==> src/rtl/restoring_divider_pkg.sv <==
// Shared types and defaults for the restoring divider.
package restoring_divider_pkg;

    localparam int DIV_WIDTH_DEFAULT = 8;

    typedef enum logic [1:0] {
        IDLE = 2'd0,
        RUN  = 2'd1,
        DONE = 2'd2
    } state_t;

endpackage

==> src/rtl/restoring_divider_sub_stage.sv <==
// Trial subtraction for one restoring step: WIDTH+1-bit difference and borrow-out.
module div_sub_stage #(
    parameter int WIDTH = 8
) (
    input  logic [WIDTH:0] minuend_i,
    input  logic [WIDTH:0] subtrahend_i,
    output logic [WIDTH:0] diff_o,
    output logic           borrow_o
);

    assign {borrow_o, diff_o} = {1'b0, minuend_i} - {1'b0, subtrahend_i};

endmodule

==> src/rtl/restoring_divider.sv <==
// Iterative unsigned restoring divider: one quotient bit per RUN cycle,
// results registered and held until the next completed operation.
module restoring_divider
    import restoring_divider_pkg::*;
#(
    parameter int WIDTH = DIV_WIDTH_DEFAULT
) (
    input  logic             clk,
    input  logic             rst_n,
    input  logic             start,
    input  logic [WIDTH-1:0] dividend,
    input  logic [WIDTH-1:0] divisor,
    output logic             busy,
    output logic             done,
    output logic [WIDTH-1:0] quotient,
    output logic [WIDTH-1:0] remainder,
    output logic             div_by_zero
);

    localparam int CW = $clog2(WIDTH + 1);

    state_t           state_q, state_d;
    logic [CW-1:0]    cnt_q, cnt_d;
    logic [WIDTH-1:0] rem_q, rem_d;
    logic [WIDTH-1:0] quo_q, quo_d;
    logic [WIDTH-1:0] dvs_q, dvs_d;
    logic [WIDTH-1:0] quotient_q, quotient_d;
    logic [WIDTH-1:0] remainder_q, remainder_d;
    logic             dbz_q, dbz_d;

    logic [WIDTH:0]   shifted;
    logic [WIDTH:0]   diff;
    logic             borrow;
    logic [WIDTH:0]   quo_shift;
    logic [WIDTH-1:0] step_rem;
    logic [WIDTH-1:0] step_quo;
    logic             diff_msb_unused;

    // Next dividend bit enters the partial remainder from the quotient MSB.
    assign shifted = {rem_q, quo_q[WIDTH-1]};

    div_sub_stage #(.WIDTH(WIDTH)) u_sub (
        .minuend_i    (shifted),
        .subtrahend_i ({1'b0, dvs_q}),
        .diff_o       (diff),
        .borrow_o     (borrow)
    );

    // On no-borrow the difference is below the divisor, so its MSB is always zero.
    assign diff_msb_unused = diff[WIDTH];
    assign step_rem        = borrow ? shifted[WIDTH-1:0] : diff[WIDTH-1:0];
    assign quo_shift       = {quo_q, ~borrow};
    assign step_quo        = quo_shift[WIDTH-1:0];

    always_comb begin
        state_d     = state_q;
        cnt_d       = cnt_q;
        rem_d       = rem_q;
        quo_d       = quo_q;
        dvs_d       = dvs_q;
        quotient_d  = quotient_q;
        remainder_d = remainder_q;
        dbz_d       = dbz_q;
        case (state_q)
            IDLE, DONE: begin
                if (start) begin
                    if (divisor == '0) begin
                        state_d     = DONE;
                        quotient_d  = '1;
                        remainder_d = dividend;
                        dbz_d       = 1'b1;
                    end else begin
                        state_d = RUN;
                        cnt_d   = '0;
                        rem_d   = '0;
                        quo_d   = dividend;
                        dvs_d   = divisor;
                    end
                end else if (state_q == DONE) begin
                    state_d = IDLE;
                end
            end
            RUN: begin
                rem_d = step_rem;
                quo_d = step_quo;
                cnt_d = cnt_q + 1'b1;
                if (cnt_q == CW'(WIDTH - 1)) begin
                    state_d     = DONE;
                    cnt_d       = '0;
                    quotient_d  = step_quo;
                    remainder_d = step_rem;
                    dbz_d       = 1'b0;
                end
            end
            default: state_d = IDLE;
        endcase
    end

    always_ff @(posedge clk or negedge rst_n) begin
        if (!rst_n) begin
            state_q     <= IDLE;
            cnt_q       <= '0;
            rem_q       <= '0;
            quo_q       <= '0;
            dvs_q       <= '0;
            quotient_q  <= '0;
            remainder_q <= '0;
            dbz_q       <= 1'b0;
        end else begin
            state_q     <= state_d;
            cnt_q       <= cnt_d;
            rem_q       <= rem_d;
            quo_q       <= quo_d;
            dvs_q       <= dvs_d;
            quotient_q  <= quotient_d;
            remainder_q <= remainder_d;
            dbz_q       <= dbz_d;
        end
    end

    assign busy        = (state_q == RUN);
    assign done        = (state_q == DONE);
    assign quotient    = quotient_q;
    assign remainder   = remainder_q;
    assign div_by_zero = dbz_q;

endmodule

==> config.mk <==
export PLATFORM = sky130hd
export DESIGN_NAME = restoring_divider
export DESIGN_NICKNAME = d
export VERILOG_FILES = /design/src/rtl/restoring_divider_pkg.sv /design/src/rtl/restoring_divider_sub_stage.sv /design/src/rtl/restoring_divider.sv
export SDC_FILE = /design/constraint.sdc
export NUM_CORES = 1
export LEC_CHECK = 0
export ABC_AREA = 1
export BUFFER_PORTS_ARGS = -buffer_cell sky130_fd_sc_hd__buf_2
export CORE_UTILIZATION = 41
export CTS_BUF_LIST = sky130_fd_sc_hd__clkbuf_8 sky130_fd_sc_hd__clkbuf_16
export DETAILED_ROUTE_END_ITERATION = 7
export SLEW_MARGIN = 25
export SYNTH_ARGS = -nofsm -noshare
export SYNTH_HDL_FRONTEND = slang
export SYNTH_HIERARCHICAL = 1
export SYNTH_SLANG_ARGS = --single-unit
==> constraint.sdc <==
create_clock -name clk -period 2 [get_ports clk]
set_input_delay 0.1 -clock clk [delete_from_list [all_inputs] [get_ports clk]]
set_output_delay 0.1 -clock clk [all_outputs]
set_load 0.01 [all_outputs]
# Word-level counts from Yosys, hierarchy flattened
# Index checks and enable logic that the tools add are counted.
[word_totals] reg_bits=47 inputBits=19 wordCells=56 output_inout_bits=19
[classes] n_reduce_logical=8 n_eq_ne=8 muxes=28 n_addsub=2 n_bitwise=2
[op_table] op="8-bit 2-to-1 mux" n=11
[op_table] op="8-bit one-hot mux with 2 select lines" n=4
[op_table] op="4-bit 2-to-1 mux" n=3
[op_table] op="9-bit by 8-bit subtractor with 10-bit output" n=1
[op_table] op="8-bit zero test" n=1
[op_table] op="2-bit 2-to-1 mux" n=4
[op_table] op="4-bit one-hot mux with 2 select lines" n=1
[op_table] op="2-bit != test (second input constant)" n=3
[op_table] op="3-bit AND reduction" n=2
[op_table] op="4-bit by 1-bit adder with 4-bit output (second input constant)" n=1
[op_table] op="4-bit by 3-bit == test with 1-bit output (second input constant)" n=1
[op_table] op="2-bit one-hot mux with 2 select lines" n=1
[op_table] op="4-bit AND reduction" n=1
[op_table] op="1-bit 2-to-1 mux" n=3
[op_table] op="3-bit != test (second input constant)" n=1
[op_table] op="2-bit by 1-bit == test with 1-bit output (second input constant)" n=1
[op_table] op="2-bit == test (second input constant)" n=1
[op_table] op="2-bit zero test" n=1
[op_table] op="2-bit by 1-bit != test with 1-bit output (second input constant)" n=1
[op_table] op="1-bit NOT" n=2
[op_table] op="1-bit one-hot mux with 2 select lines" n=1
[op_table] op="2-bit AND reduction" n=1
[op_table] op="2-bit nonzero test" n=1
[op_table] op="2-bit OR reduction" n=1

# Depth between registers and ports, before layout
# Gate-level depths: netlist (run 1).
[logic_depth] depth_word=4 depth_mapped=16 ltp_nobuf=16

# Cells and area by module
# Netlist (run 1), hierarchy kept.
[modules_own_cells] mod="restoring_divider" cells_each=291 area_per_inst_um2=2258.4 instances=1 seq_area_each_um2=1176.1
[modules_own_cells] mod="div_sub_stage" cells_each=101 area_per_inst_um2=519.2 instances=1 seq_area_each_um2=0.0

# Least setup slack after synthesis (run 1)
# Ideal clock, no wire load.
[synth_path] kind="register to register" from="reg rem_q[3]" to="reg remainder_q[0], in the netlist remainder[0]" setup_time_ns=0.066 slack_ns=0.136 stages_incl_launch_ff=14 n_path_buf=2 period_less_slack_ns=1.864 required_ns=1.934 t_arrival_ns=1.798 path_cell_list="dfrtp_1 > ha_1 > nand2_2 > nor2_1 > nand2_1 > nor2_1 > nor2_1 > buf_2 > buf_2 > o21ai_0 > nand2_1 > nand2_1 > nand3_1 > nand2_1"
[synth_via] elab_chain_cells=4
[synth_lines] item="start, declared" line_no="restoring_divider.sv:24" rtl="logic [WIDTH-1:0] rem_q, rem_d;"
[synth_lines] item="start signal, assigned" line_no="restoring_divider.sv:112" rtl="rem_q <= rem_d;"
[synth_lines] item="9-bit by 8-bit subtractor with 10-bit output" line_no="restoring_divider_sub_stage.sv:11" rtl="assign {borrow_o, diff_o} = {1'b0, minuend_i} - {1'b0, subtrahend_i};"
[synth_lines] item="via borrow" line_no="restoring_divider.sv:33" rtl="logic borrow;"
[synth_lines] item="8-bit 2-to-1 mux" line_no="restoring_divider.sv:51" rtl="assign step_rem = borrow ? shifted[WIDTH-1:0] : diff[WIDTH-1:0];"
[synth_lines] item="8-bit 2-to-1 mux" line_no="restoring_divider.sv:87" rtl="if (cnt_q == CW'(WIDTH - 1)) begin"
[synth_lines] item="8-bit one-hot mux with 2 select lines" line_no="restoring_divider.sv:64" rtl="case (state_q)"
[synth_lines] item="end signal, assigned" line_no="restoring_divider.sv:116" rtl="remainder_q <= remainder_d;"
[synth_lines] item="end, declared" line_no="restoring_divider.sv:28" rtl="logic [WIDTH-1:0] remainder_q, remainder_d;"
# The timed path passes the listed nets, and every way through them passes these cells. The select of a mux whose other input is x is not followed.
# A chain may end at the register's enable or synchronous reset.

# Worst setup path in the final report (run 1)
[layout_path] from="reg rem_q[3]" to="reg remainder_q[1], in the netlist remainder[1]"
# The elaborated chain is that of the path after synthesis.

==> run summary, run 1 <==
For the power consumption, the log shows 5.94 mW. The number of antenna diodes in the final layout is 0. The critical path buffer and inverter count was 2; the headroom to the max-slew limit was 64.9%. Synthesized area: 0.00273 mm².

The run gives 3.02 mm as the sum of met2 wire segment lengths after detailed routing. The critical setup path kind is flop to flop. The detailed router placed 2425 vias in this run. Sequential cells burn 28.2% of the power.

Root cell of the clock tree: sky130_fd_sc_hd__clkbuf_8. The actual transition at the worst max-transition pin is 527 ps, and the combinational share of power is 62.3%. TritonCTS built the clock tree. The HPWL reported at the end of detailed placement is 4.52 mm, and the end-of-flow core utilization is 51.7%. VDD sags by at most 1460 µV. Setup repair after global routing could not meet its margin everywhere. The weighted congestion at the end of routability-driven global placement is 0.820, and the number of top-level pins is 38. The floorplan step defined a die boundary enclosing 0.00700 mm².

Setup violation total in the final timing report: 0. The run gives 2210 ps as the data arrival time at the worst-slack endpoint. The critical path goes through ha_4, nand2_1, nand2_1, inv_2, nand2_1, nand2_1, nand2_1, nor2_2, buf_6, nand2_1, o21ai_0, nand2_1, nand2_1, nand3_1, nand2_1. The total track usage is 19.6%, and the cell area power density is 1800 mW/mm². The tools report the critical path launch point type as a flop.

The number of clock buffers added by TritonCTS is 5. Leakage power total: 1.90 nW. The flow ran to the end, and the final reports show no timing, DRC or antenna violations.

The wire length of the first global-routing pass is 10.9 mm, and the minimum period implied by the final worst setup slack is 1980 ps. The period utilization is 98.8%, and the per-cell via count in the routed design is 4.73. The initial utilization of the core area, before any placement, comes to 42.8%.

The max-slew violation count is 0, and the number of port buffers is 37. The wire length the detailed router placed on met1 is 3.07 mm, and the residual antenna-violating net count after detailed routing is 0. The mean routed wirelength per cell works out to 12.5 µm.

The slowest stage of the critical path belongs to the cell sky130_fd_sc_hd__dfrtp_1. The detailed router finished its first iteration with 163 violations. The number of global-route vias before repair was 2325; the CTS sink count was 47.

Of the total power, the clock network draws 9.5%. The capturing element type of the critical path was a flop. For the number of instances in the synthesized netlist, the log shows 381. For the clock latency on the worst-skew pair, the log shows 300 ps. Across all hold checks on the routed design, the worst slack comes to 54.5 ps. The post-route netlist has 22.7% of its cells at a drive strength greater than 1.

The floorplan step set the die width to 83.6 µm. The final global-route overflow total was 0. The logs give 506 MHz for the highest clock rate and 0 for the number of remaining DRC errors.

For this design the total switching power over the nets is 2.81 mW. The logs give 2240 ps for the data required time of the worst path and 411 for the synthesized net count. The number of cell rows was 29. Highest metal layer used by the detailed router: met4. For this run, the detailed router's first-pass iteration total came to 4. The detailed-routed wire length on met3 is 211 µm.

The final-stage net count was 465. Counting along the longest clock path gives a buffer depth of 2. The logs give 0.00639 mm² for the placeable core region and 2 for the number of H-tree levels. The final layout contains routed wiring with a total length of 6.39 mm. The final hold violation count is 0.

The largest net degree at the start of global routing was 40; the per-instance average area after synthesis was 7.17 µm². The worst clock skew is 12.5 ps. Compared with the post-synthesis result, the final layout area differs by 20.9%.

The number of maximum-capacitance constraint violations was 0; the switching part of the total power was 47.4%. The clock transition at the registers of the reported paths is 80 ps. The maximum single-stage delay on the critical path works out to 460 ps. In this design, the largest share of critical-path delay is due to simple AND/OR/NAND/NOR gates. The internal power of the cells totals 3.13 mW. The Yosys step of the flow raised 6 warnings. Among the stages of the critical path, the cell type that occurs most often is sky130_fd_sc_hd__nand2_1. Along the worst path, the maximum fanout reaches 9.

The die is 83.6 µm tall. The initial antenna violation count came out at 0. The path category of the worst min-delay check was input port to flop.
## power by group through the flow
| stage | combinational, mW | clock, mW | sequential (mW) |
|---|---|---|---|
| floorplan | 2.37 | 0 | 1.70 |
| global placement | 3.35 | 0 | 1.67 |
| detailed placement | 3.39 | 0 | 1.67 |
| CTS | 3.45 | 0.577 | 1.66 |
| global route | 4.24 | 0.619 | 1.73 |
| finish | 3.70 | 0.564 | 1.68 |
## stage by stage
| step | worst slack, ps | cell area (µm²) | TNS (ps) | instances |
|---|---|---|---|---|
| after floorplan | 136 | 2730 | 0 | 381 |
| after global placement | -19.2 | 3060 | -19.2 | 498 |
| after detailed placement | -38.7 | 3060 | -61.7 | 498 |
| after CTS | 11.9 | 3180 | 0 | 509 |
| after global routing | -123 | 3300 | -737 | 513 |
| final | 24.6 | 3300 | 0 | 513 |
## area by class of cell
cell class	instances	area (µm²)
tap	77	96.3
clock buffer	5	68.8
multi-input combinational	265	1360
timing repair buffer	62	379
inverter	54	205
fill	635	3080
clock inverter	3	16.3
sequential	47	1180
## worst paths after layout
| kind | cells after the start | startpoint | slack, ps | to |
|---|---|---|---|---|
| hold / removal | 3 | divisor[4] | 50 | dvs_q[4] |
| min in group asynchronous | 2 | rst_n | 300 | remainder[7] |
| hold reg to reg | 2 | remainder[5] | 470 | remainder[5] |
| max in group asynchronous | 3 | rst_n | 1100 | rem_q[0] |
| setup / recovery | 15 | rem_q[3] | 20 | remainder[1] |
| setup reg to reg | 15 | rem_q[3] | 20 | remainder[1] |
## state kept, by name, summed over array words and instances (netlist names)
| register | flops |
|---|---|
| dvs_q | 8 |
| quotient | 8 |
| div_by_zero | 1 |
| remainder | 8 |
| cnt_q | 4 |
| quo_q | 8 |
| state_q | 2 |
| rem_q | 8 |
## routing by layer
layer  vias up  GRT usage [%]
met5         -              0
met4         0           5.24
met3        11           2.97
met2        43           31.9
met1      1096           27.3
li1       1275              -
## placed cells by master (no fill, tap or decap), types with 2 or more instances in the layout
cell type and instances:
sky130_fd_sc_hd__nand2_1 144, sky130_fd_sc_hd__inv_1 50, sky130_fd_sc_hd__dfrtp_1 46, sky130_fd_sc_hd__nand3_1 42
sky130_fd_sc_hd__buf_2 37, sky130_fd_sc_hd__buf_4 23, sky130_fd_sc_hd__o21ai_0 22, sky130_fd_sc_hd__nor2_1 12
sky130_fd_sc_hd__nand2_2 9, sky130_fd_sc_hd__clkbuf_8 5, sky130_fd_sc_hd__ha_4 5, sky130_fd_sc_hd__inv_2 4
sky130_fd_sc_hd__o21ai_1 4, sky130_fd_sc_hd__ha_1 4, sky130_fd_sc_hd__a21oi_1 3, sky130_fd_sc_hd__nand4_1 2
sky130_fd_sc_hd__nor2_2 2, sky130_fd_sc_hd__or2_1 2
## worst min-delay path, stage by stage
cell,delay [ps]
sky130_fd_sc_hd__buf_2,100
sky130_fd_sc_hd__inv_1,40
sky130_fd_sc_hd__o21ai_0,70
## repair_timing
action | CTS | global route
gates cloned | 1 | 0
hold buffers | 1 | 0
pin swaps | 0 | 11
endpoints found under the setup margin | 5 | 14
endpoints found under the hold margin | 20 | 0
buffers inserted | 1 | 4
gates resized for setup | 3 | 22
Power figures use the tool's default switching activity.
==> run 2, diff against run 1 <==
BUFFER_PORTS_ARGS = unset   (was -buffer_cell sky130_fd_sc_hd__buf_2)
DONT_BUFFER_PORTS = 1   (was unset)
==> run 2 against run 1 <==
Net effect: wire length is 5.6% higher; cell area increased by 1.4%; sequential cell count is the same; first-iteration DRC count down 20%; worst setup slack improved by 41 ps; hold slack lost 21 ps; sequential power grew 6%; clock skew shrank 1.7 ps; critical endpoint is now remainder[5]; largest cell class unchanged.
==> run summary, run 2 (synthesis results as in run 1) <==
The buffer depth of the longest clock path is 2 (unchanged). The area enclosed by the die boundary is 0.00700 mm² (unchanged). The critical path launch point type was a flop (unchanged). TritonCTS built the clock tree. The logs give 3.21 mm (was 3.02 mm) for the sum of met2 wire segment lengths after detailed routing and 0 (unchanged) for the number of antenna cells inserted.

The period utilization came out at 96.7% (was 98.8%). The data required time of the worst path came out at 2260 ps (was 2240 ps). The via count of the routed design was 2457 (was 2425); the switching part of the total power was 47.1% (was 47.4%). Initial cell density of the core: 42.8% (unchanged).

Most common cell after layout, fill and taps aside: sky130_fd_sc_hd__nand2_1 (unchanged). The combinational share of power is 61.0% (was 62.3%), and the highest net fanout along the worst path is 9 (unchanged). The number of cell rows came out at 29 (unchanged). The wire length of the first global-routing pass was 11.0 mm (was 10.9 mm); the worst clock skew was 10.8 ps (was 12.5 ps).

The number of buffers created by CTS came out at 5 (unchanged). The area used by multi-input combinational logic was 0.00138 mm² (was 0.00136 mm²). Clock transition at the registers of the reported paths: 100 ps (was 80 ps). The logs give 2.91 mW (was 2.81 mW) for the power dissipated by switching net loads and 28.7% (was 28.2%) for the register share of total power.

The number of fill cells in the layout is 649 (was 635). The run gives 47 (unchanged) as the CTS sink count. The residual antenna-violating net count after detailed routing was 0 (unchanged); the area growth from synthesis to layout was 22.6% (was 20.9%). Number of remaining DRC errors: 0 (unchanged).

The power consumption is 6.19 mW (was 5.94 mW). The tools report the capturing element type of the critical path as a flop (unchanged). The run gives 0 (unchanged) as the number of maximum-capacitance constraint violations.

Path category of the worst min-delay check: input port to flop (unchanged). The clock latency on the worst-skew pair came out at 310 ps (was 300 ps). The HPWL reported at the end of detailed placement is 4.55 mm (was 4.52 mm). The count of routing violations after the opening detailed-route iteration was 130 (was 163); the share of post-route cells with drive strength above 1 was 19.3% (was 22.7%). The worst IR drop on VDD was 1270 µV (was 1460 µV); the chip height was 83.6 µm (unchanged). The run gives 2 (unchanged) as the number of H-tree levels. The tools report the part of the power in the clock network as 10.3% (was 9.5%). The mean routed wirelength per cell came out at 13.6 µm (was 12.5 µm). For the wire length the detailed router placed on met1, the log shows 3.20 mm (was 3.07 mm).

The smallest hold slack was 33.1 ps (was 54.5 ps); the final cell area excluding filler cells was 0.00335 mm² (was 0.00330 mm²). The final-stage net count is 449 (was 465), and the placeable core region is 0.00639 mm² (unchanged). The highest metal layer used by the detailed router is met4 (unchanged).

The per-cell via count in the routed design came out at 4.94 (was 4.73). The number of global-route vias before repair is 2341 (was 2325), and the setup total negative slack is 0 ps (unchanged). The total iterations of the first detailed-routing run was 4 (unchanged). The post-detailed-routing wire length was 6.75 mm (was 6.39 mm); the number of port buffers was 0 (was 37).

The flow ran to the end, and the final reports show no timing, DRC or antenna violations. The final hold violation count is 0 (unchanged). The horizontal extent of the die was 83.6 µm (unchanged); the number of top-level pins was 38 (unchanged). The leakage power total was 1.85 nW (was 1.90 nW). The run gives 517 MHz (was 506 MHz) as the highest clock rate. The tools report the final global-route overflow total as 0 (unchanged). The logs give 19.6% (about the same) for the total track usage and 0.00293 mm² (was 0.00306 mm²) for the post-detailed-placement cell area. Total internal power: 3.28 mW (was 3.13 mW).

The tools report the sequential cell area as 0.00118 mm² (unchanged). The setup violation total in the final timing report is 0 (unchanged). The max-slew violation count was 0 (unchanged).

Setup repair after global routing could not meet its margin everywhere. The minimum period implied by the final worst setup slack is 1930 ps (was 1980 ps). For the detailed-routed wire length on met3, the log shows 259 µm (was 211 µm). The cell area power density is 1850 mW/mm² (was 1800 mW/mm²). The run gives 52.4% (was 51.7%) as the end-of-flow core utilization. The data arrival time at the worst-slack endpoint was 2190 ps (was 2210 ps). Most frequent cells in the layout: 144 x sky130_fd_sc_hd__nand2_1, 46 x sky130_fd_sc_hd__dfrtp_1, 45 x sky130_fd_sc_hd__inv_1, 43 x sky130_fd_sc_hd__nand3_1, 34 x sky130_fd_sc_hd__buf_4 (was 144 x sky130_fd_sc_hd__nand2_1, 50 x sky130_fd_sc_hd__inv_1, 46 x sky130_fd_sc_hd__dfrtp_1, 42 x sky130_fd_sc_hd__nand3_1, 37 x sky130_fd_sc_hd__buf_2). Initial antenna violation count: 0 (unchanged).

The largest net degree at the start of global routing is 48 (was 40). The critical setup path kind is flop to flop (unchanged). The root cell of the clock tree was sky130_fd_sc_hd__clkbuf_8 (unchanged). The run gives 0.848 (was 0.820) as the weighted congestion at the end of routability-driven global placement.
run 2: layout make-up:
cell class,count,area share (%)
Clock buffer,6,2.47
Clock inverter,2,0.411
Inverter,54,6.20
Multi-Input combinational cell,265,41.3
Sequential cell,47,35.2
Tap cell,77,2.88
Timing Repair Buffer,46,11.6
run 2: metal layers:
metal | up-vias | GRT usage (%)
met4 | 0 | 6.01
met3 | 7 | 3.96
met2 | 41 | 32.4
met5 | - | 0
li1 | 1248 | -
met1 | 1161 | 26.0
run 2: final timing paths:
kind | from | to | slack (ps) | cells past startpoint
max in group asynchronous | rst_n | rem_q[1] | 1490 | 2
max | dvs_q[3] | remainder[5] | 70 | 16
min | dividend[3] | quo_q[3] | 30 | 4
max reg2reg | dvs_q[3] | remainder[5] | 70 | 16
min in group asynchronous | rst_n | quotient[1] | 280 | 2
min reg2reg | dvs_q[7] | dvs_q[7] | 500 | 2
run 2: power groups by stage:
stage                     Sequential (mW)  Clock, mW  Combinational [mW]
after floorplan                      1.70          0                2.37
after global placement               1.76          0                3.20
after detailed placement             1.77          0                3.26
after CTS                            1.75      0.649                3.33
after global routing                 1.83      0.678                4.29
final                                1.78      0.640                3.78
run 2: metrics by stage:
step                setup slack [ps]  instances
floorplan                        136        381
global placement               -72.7        468
detailed placement             -76.2        468
CTS                           0.0460        487
global route                   -84.3        497
finish                          65.8        497
run 2: worst max-delay path, cell delays in order, from the launching register on:
cell and delay [ps]:
sky130_fd_sc_hd__dfrtp_1 400, sky130_fd_sc_hd__inv_2 80, sky130_fd_sc_hd__ha_4 220, sky130_fd_sc_hd__nand2_4 80
sky130_fd_sc_hd__inv_1 60, sky130_fd_sc_hd__nand2_1 60, sky130_fd_sc_hd__nand2_1 50, sky130_fd_sc_hd__nand2_1 50
sky130_fd_sc_hd__nand2_1 60, sky130_fd_sc_hd__nor2_2 180, sky130_fd_sc_hd__buf_4 200, sky130_fd_sc_hd__nand2_1 60
sky130_fd_sc_hd__o21ai_0 70, sky130_fd_sc_hd__nand2_1 100, sky130_fd_sc_hd__nand2_1 70, sky130_fd_sc_hd__nand3_1 80
sky130_fd_sc_hd__nand2_1 80
run 2: repair_timing:
| action | in CTS | in global routing |
|---|---|---|
| resized for setup | 2 | 35 |
| endpoints found under the hold margin | 55 | 0 |
| cloned | 0 | 2 |
| pin swaps | 0 | 18 |
| hold buffers | 10 | 0 |
| buffers inserted | 1 | 8 |
| endpoints found under the setup margin | 2 | 14 |
